$ cat src/rtl/bitserial_logic_sequencer.sv
// Bit-serial sequencer for the shared 1-bit selectable logic unit.
// Presents one operand bit pair per clock (LSB first) to the unit and
// assembles the returned bits into a WIDTH-bit result register.
module bitserial_logic_sequencer #(
    parameter int WIDTH = 8,
    parameter int CNT_W = $clog2(WIDTH)
) (
    input  logic             clk,
    input  logic             rst_n,
    input  logic             start,
    input  logic [WIDTH-1:0] op_a,
    input  logic [WIDTH-1:0] op_b,
    input  logic [2:0]       op_sel,
    input  logic             op_neg_b,
    output logic             ready,
    output logic             busy,
    output logic             done,
    output logic [WIDTH-1:0] result,
    output logic             zero,
    output logic             lu_a,
    output logic             lu_b,
    output logic [2:0]       lu_select,
    output logic             lu_negate_b,
    input  logic             lu_result
);

    typedef enum logic [1:0] {
        ST_IDLE = 2'b00,
        ST_RUN  = 2'b01,
        ST_DONE = 2'b10
    } state_t;

    localparam logic [CNT_W-1:0] CNT_LAST = CNT_W'(WIDTH - 1);

    state_t           state_r;
    state_t           state_next_s;
    logic [CNT_W-1:0] cnt_r;
    logic [WIDTH-1:0] a_r;
    logic [WIDTH-1:0] b_r;
    logic [2:0]       sel_r;
    logic             neg_r;
    logic [WIDTH-1:0] result_r;
    logic [WIDTH-1:0] result_next_s;
    logic             zero_r;
    logic             ready_r;
    logic             busy_r;
    logic             done_r;
    logic             accept_s;

    // A request is taken only while idle; start in RUN/DONE is dropped.
    assign accept_s = start && (state_r == ST_IDLE);

    // Next-state selection for the IDLE -> RUN -> DONE -> IDLE cycle.
    always_comb begin
        state_next_s = state_r;
        case (state_r)
            ST_IDLE: begin
                if (accept_s) begin
                    state_next_s = ST_RUN;
                end else begin
                    state_next_s = ST_IDLE;
                end
            end
            ST_RUN: begin
                if (cnt_r == CNT_LAST) begin
                    state_next_s = ST_DONE;
                end else begin
                    state_next_s = ST_RUN;
                end
            end
            ST_DONE: state_next_s = ST_IDLE;
            default: state_next_s = ST_IDLE;
        endcase
    end

    // State register plus handshake flags registered from the next state.
    always_ff @(posedge clk or negedge rst_n) begin
        if (!rst_n) begin
            state_r <= ST_IDLE;
            ready_r <= 1'b1;
            busy_r  <= 1'b0;
            done_r  <= 1'b0;
        end else begin
            state_r <= state_next_s;
            ready_r <= (state_next_s == ST_IDLE);
            busy_r  <= (state_next_s == ST_RUN);
            done_r  <= (state_next_s == ST_DONE);
        end
    end

    // Operand latch on accept and bit-index advance during RUN (no wrap).
    always_ff @(posedge clk or negedge rst_n) begin
        if (!rst_n) begin
            a_r   <= {WIDTH{1'b0}};
            b_r   <= {WIDTH{1'b0}};
            sel_r <= 3'b000;
            neg_r <= 1'b0;
            cnt_r <= {CNT_W{1'b0}};
        end else if (accept_s) begin
            a_r   <= op_a;
            b_r   <= op_b;
            sel_r <= op_sel;
            neg_r <= op_neg_b;
            cnt_r <= {CNT_W{1'b0}};
        end else if ((state_r == ST_RUN) && (cnt_r != CNT_LAST)) begin
            cnt_r <= cnt_r + CNT_W'(1);
        end else begin
            cnt_r <= cnt_r;
        end
    end

    // Result assembly: cleared on accept, one bit inserted per RUN cycle.
    always_comb begin
        result_next_s = result_r;
        if (accept_s) begin
            result_next_s = {WIDTH{1'b0}};
        end else if (state_r == ST_RUN) begin
            result_next_s[cnt_r] = lu_result;
        end else begin
            result_next_s = result_r;
        end
    end

    // Result and zero flag registers; zero always tracks the stored result.
    always_ff @(posedge clk or negedge rst_n) begin
        if (!rst_n) begin
            result_r <= {WIDTH{1'b0}};
            zero_r   <= 1'b1;
        end else begin
            result_r <= result_next_s;
            zero_r   <= (result_next_s == {WIDTH{1'b0}});
        end
    end

    // Unit operand bits are only presented while running, else held low.
    always_comb begin
        lu_a = 1'b0;
        lu_b = 1'b0;
        if (state_r == ST_RUN) begin
            lu_a = a_r[cnt_r];
            lu_b = b_r[cnt_r];
        end else begin
            lu_a = 1'b0;
            lu_b = 1'b0;
        end
    end

    assign lu_select   = sel_r;
    assign lu_negate_b = neg_r;
    assign ready       = ready_r;
    assign busy        = busy_r;
    assign done        = done_r;
    assign result      = result_r;
    assign zero        = zero_r;

endmodule

$ cat config.mk
export PLATFORM = sky130hd
export DESIGN_NAME = bitserial_logic_sequencer
export DESIGN_NICKNAME = d
export VERILOG_FILES = /design/src/rtl/bitserial_logic_sequencer.sv
export SDC_FILE = /design/constraint.sdc
export NUM_CORES = 1
export LEC_CHECK = 0
export CAP_MARGIN = 20
export CORE_ASPECT_RATIO = 0.75
export CORE_MARGIN = 10
export CORE_UTILIZATION = 45
export CTS_CLUSTER_DIAMETER = 60
export DETAILED_ROUTE_END_ITERATION = 7
export GPL_TIMING_DRIVEN = 0
export PLACE_DENSITY_LB_ADDON = 0.12
export SLEW_MARGIN = 20
export SYNTH_ARGS = -nofsm -noshare
export SYNTH_HDL_FRONTEND = slang
export SYNTH_SLANG_ARGS = --single-unit
export TNS_END_PERCENT = 100
$ cat constraint.sdc
create_clock -name clk -period 2 [get_ports clk]
set_clock_uncertainty 0.15 [all_clocks]
set_input_delay 0.3 -clock clk [delete_from_list [all_inputs] [get_ports clk]]
set_output_delay 0.3 -clock clk [all_outputs]
set_load 0.05 [all_outputs]
==> results of run 1 <==
==> kinds of logic after synthesis <==
kind of cell | count (synthesis) | share of synthesized area
and+or+nand+nor | 32 | 0.105
DFF | 37 | 0.542
muxes | 35 | 0.251
buffers and inverters | 9 | 0.0248
adders and majority gates | 2 | 0.0146
AOI/OAI and AO/OA | 16 | 0.0628
==> worst max-delay path: stages, from the launching register on <==
cell and delay (ns):
dfrtp_1 0.36, buf_6 0.14, mux4_2 0.50, mux2i_1 0.19, nor2_2 0.06, buf_6 0.16
==> where the power goes <==
part           internal (uW)  total (uW)  switching, uW
registers               1100        1290            188
logic                   1070        2400           1330
clock network            247         498            250
total                   2420        4190           1770
==> registers in the layout, indices dropped and copies added, names as in the netlist <==
| name | count |
|---|---|
| done | 1 |
| result | 8 |
| lu_select | 3 |
| ready | 1 |
| lu_negate_b | 1 |
| zero | 1 |
| a_r | 8 |
| state_r | 2 |
| cnt_r | 3 |
| busy | 1 |
| b_r | 8 |
==> timing repair <==
item | 4_1_cts | 5_1_grt
endpoints found under the hold margin | 15 | 0
setup buffers | 3 | 1
hold buffers | 1 | 0
endpoints found under the setup margin | 5 | 6
pin swaps | 1 | 1
gates resized for setup | 20 | 2
cloned | 0 | 0
==> stage by stage <==
stage	total power, uW	util
2_1_floorplan	2930	-
3_3_place_gp	3530	0.596
4_1_cts	4210	0.636
6_report	4190	0.640
5_1_grt	4420	0.640
3_5_place_dp	3620	0.603
==> layer usage <==
metal  vias up  track usage  part of all wire
met1       600        0.146              0.43
met3         8       0.0427             0.060
met4         0       0.0624             0.018
met2        29        0.204              0.49
li1        577            -                 -
met5         -            0                 0
==> worst max path at each step <==
stage,cells past startpoint,endpoint
2_1_floorplan,4,lu_a
3_3_place_gp,5,lu_b
3_5_place_dp,5,lu_b
4_1_cts,5,lu_b
5_1_grt,5,lu_b
6_report,5,lu_b
==> final cells by class <==
type	instances	area share
clock buffers	8	0.0342
flip-flops and latches	37	0.396
multi-input cells	85	0.319
well taps	52	0.0278
plain buffers	9	0.0214
repair buffers	46	0.201
==> layout by cell type (no fill, tap or decap), types with 5 or more instances in the layout <==
| master | n |
|---|---|
| a21oi_1 | 5 |
| a22o_1 | 5 |
| buf_2 | 7 |
| clkbuf_8 | 5 |
| clkdlybuf4s50_1 | 33 |
| dfrtp_1 | 35 |
| mux2_2 | 23 |
| mux2i_1 | 8 |
| nand2_1 | 6 |
| nor2_1 | 8 |
==> out/qor.yml, run 1 <==
placed_cells: 224
cap_violations: 0
min_path_type: "in2reg"
critical_path_class: "reg2out"
worstPathRequired_ns: 1.55
vdd_drop_max_mv: 0.874
num_rows: 19
r2r-end: "zero$_DFF_PN1_"
cts_sinks: 37
fin_nets: 210
tightest_slew_ns: 0.522
cts_buffers: 5
synth_edf_count: 0
ant_nets: 0
gp_congestion: 0.764
h-tree-depth: 2
firstDrtPassIters: 4
drc: 0
fin_area_sq_um: 2340
start_util: 0.468
drt_wl_total_mm: 4.00
grt_pass1_wl_mm: 6.59
clock_latency_ns: 0.29
setup_slack_ns: -0.154
pre_cts_ws_ns: -0.575
p_leak_uw: 0.00105
postPlaceCellArea_sq_um: 2210
io_pins: 42
via_per_inst: 5.12
synth-main-ff-cell: "dfrtp_1"
track_usage: 0.125
startpoint: "cnt_r[0]$_DFFE_PN0P_"
yosysMostFrequentCell: "dfrtp_1"
worstReg2RegStart: "cnt_r[0]$_DFFE_PN0P_"
r2r_slack_ns: 0.02
fin_crit_sh: 1.08
async_flop_share: 1.00
synth_top_cell_area_share: 0.511
cts.clk_slew.worst_paths_ns: 0.07
fin_tns_setup_ns: -0.290
die_x_um: 91.2
area_growth_pct: 36.7
dr_total_vias: 1214
critPathLaunchType: "flop"
antenna_found_initial: 0
place_hpwl_mm: 3.00
whs_ns: 0.274
synth_fp_nets: 157
multi_input_area_sq_um: 747
die_area_sq_um: 6700
cellPowerDensity_nw_per_um2: 1790
synth_cell_types: 27
yosysTopAreaCell: "dfrtp_1"
final_max_slew_viol_count: 0
yosysWarnings: 0
diodes: 0
grt_pass1_vias: 1356
cts_tree: "yes"
root_buffer: "clkbuf_8"
worstPathArrival_ns: 1.70
crit_path_end_kind: "output port"
min_from: "lu_result"
status: "finished with violations"
fill_cells: 299
cp_max_fo: 5
ff_latch_area_sq_um: 928
min_period_ns: 2.15
synth_commonest_cells: "dfrtp_1, mux2_2, nor2_1, mux2i_1, buf_2"
synth_cells: 131
final_cell_count_no_fill: 237
grt_max_degree: 23
numPortBuffers: 40
wl_per_cell_um: 16.9
drive_above_1_share: 0.297
clock_path_buffers: 2
fp.dieH_um: 73.4
hold_path_depth: 3
rsz0062_at_grt: "yes"
synth-seq-cells: 37
syn_area_sq_um: 1710
whs_endpoint: "result[0]$_DFF_PN0_"
syn_area_per_cell_sq_um: 13.1
synth.yosys.seq_area_share: 0.542
maxSlewHeadroom: 0.651
overflow: 0
finalSetupViolCount: 2
fmax_mhz: 464
core_sq_um: 3660
hold_violations: 0
synth_area_leaders: "dfrtp_1, mux2_2, mux4_2"
reg2regPathDepth: 8
drt-initial-drc-count: 62
violations: "setup timing"
Power figures use the tool's default switching activity.
==> run 2, diff against run 1 <==
Settings changed: CORE_MARGIN 10 to unset.
==> out/qor.yml, run 2 (same netlist as run 1, synthesis figures left out) <==
grt_pass1_wl_mm: 5.91  # -10%
cts_sinks: 37  # unchanged
cp_max_fo: 5  # unchanged
overflow: 0  # unchanged
critical_path_class: "reg2out"
cts_buffers: 5  # unchanged
worstPathRequired_ns: 1.55  # about the same
postPlaceCellArea_sq_um: 2200  # -0.34%
firstDrtPassIters: 4  # unchanged
fp.dieH_um: 55.4  # -25%
grt_max_degree: 30  # +30%
status: "finished with violations"
final_util: 0.639  # about the same
worst-path-buf-inv: 2  # unchanged
vdd_drop_max_mv: 0.841  # -3.8%
setup_slack_ns: -0.127  # +0.0262 ns
fin_area_sq_um: 2340  # about the same
die_area_sq_um: 4060  # -39%
critPathLaunchType: "flop"
fill_cells: 279  # -6.7%
drt_wl_total_mm: 3.44  # -14%
multi_input_area_sq_um: 757  # +1.3%
worstPathArrival_ns: 1.68  # -0.02 ns
final_cell_count_no_fill: 235  # -0.84%
fmax_mhz: 470  # +1.2%
die_x_um: 73.2  # -20%
reg2regPathDepth: 8  # unchanged
final_max_slew_viol_count: 0  # unchanged
core_sq_um: 3660  # unchanged
maxSlewHeadroom: 0.653  # +0.00255
most-common-layout-cells: "dfrtp_1, clkdlybuf4s50_1, mux2_2, mux2i_1, nor2_1"
p_leak_uw: 0.00104  # -1.4%
fin_nets: 209  # -0.48%
root_buffer: "clkbuf_8"
track_usage: 0.197  # +0.0717
path_depth: 5  # unchanged
grt_pass1_vias: 1220  # -10%
cellPowerDensity_nw_per_um2: 1790  # about the same
antenna_found_initial: 0  # unchanged
min_period_ns: 2.13  # -0.0262 ns
min_path_type: "in2async"
cts_tree: "yes"
crit_path_end_kind: "output port"
area_growth_pct: 36.7  # about the same
clock_path_buffers: 2  # unchanged
wl_per_cell_um: 14.7  # -13%
placed_cells: 224  # unchanged
start_util: 0.468  # unchanged
ant_nets: 0  # unchanged
finalSetupViolCount: 3  # +1
final_common_cell: "dfrtp_1"
io_pins: 42  # unchanged
cpPeakStageDelay_ns: 0.50  # about the same
place_hpwl_mm: 2.51  # -16%
ff_latch_area_sq_um: 928  # unchanged
critPathMostFrequentCell: "buf_6"
rsz0062_at_grt: "yes"
num_rows: 19  # unchanged
critPathSlowestCell: "mux4_2"
via_per_inst: 5.20  # +1.4%
dr_total_vias: 1221  # +0.58%
diodes: 0  # unchanged
violations: "setup timing"
h-tree-depth: 2  # unchanged
drc: 0  # unchanged
clock_latency_ns: 0.28  # about the same
crit_chain: "buf_6, mux4_2, mux2i_1, nor2_2, buf_6"
drive_above_1_share: 0.311  # +0.0142
cts.clk_slew.worst_paths_ns: 0.07  # about the same
tightest_slew_ns: 0.518  # -0.00382 ns
drt-initial-drc-count: 42  # -32%
cap_violations: 0  # unchanged
hold_violations: 0  # unchanged
numPortBuffers: 40  # unchanged
fin_crit_sh: 1.06  # -0.0131
critPathTopFamily: "multiplexers"
gp_congestion: 0.733  # -4.0%
-- run 2: report_power, final --
part / leakage [uW] / switching (uW) / internal [uW]
Clock: 0.0000443 / 238 / 273
Combinational: 0.000547 / 1320 / 1070
Sequential: 0.000446 / 186 / 1100
-- run 2: final cells by class --
type | count | area share
clock buffers | 7 | 0.0369
well taps | 52 | 0.0278
flip-flops and latches | 37 | 0.397
multi-input cells | 85 | 0.323
plain buffers | 9 | 0.0214
repair buffers | 45 | 0.194
-- run 2: final timing paths --
kind                                       from             endpoint  slack (ns)
max in group asynchronous                 rst_n      ready$_DFF_PN1_        0.95
max reg2reg                cnt_r[0]$_DFFE_PN0P_       zero$_DFF_PN1_       -0.01
min in group clk                      lu_result  result[0]$_DFF_PN0_        0.29
max                        cnt_r[0]$_DFFE_PN0P_                 lu_b       -0.13
min                                       rst_n  result[4]$_DFF_PN0_        0.26
min reg2reg                  a_r[3]$_DFFE_PN0P_   a_r[3]$_DFFE_PN0P_        0.35
-- run 2: what timing repair did --
item,4_1_cts,5_1_grt
endpoints found under the setup margin,5,5
hold endpoints to repair,35,0
pin swaps,1,1
hold buffers,1,0
resized for setup,21,2
buffers inserted,3,0
-- run 2: metrics by stage --
step	setup slack, ns	total power, uW	hold WS, ns	TNS, ns
after CTS	-0.146	4220	0.251	-0.299
after global placement	-0.520	3510	0.337	-12.79
after global routing	-0.223	4430	0.273	-0.577
after detailed placement	-0.562	3600	0.0202	-1.60
after floorplan	0.185	2930	-0.146	0
final	-0.127	4190	0.261	-0.254
-- run 2: routing by layer --
metal  vias to the layer above  track usage  wire length (um)
li1                        583            -                 -
met1                       603        0.268              1570
met2                        28        0.300              1690
met3                         7       0.0529               127
met4                         0       0.0756                54
met5                         -            0                 0
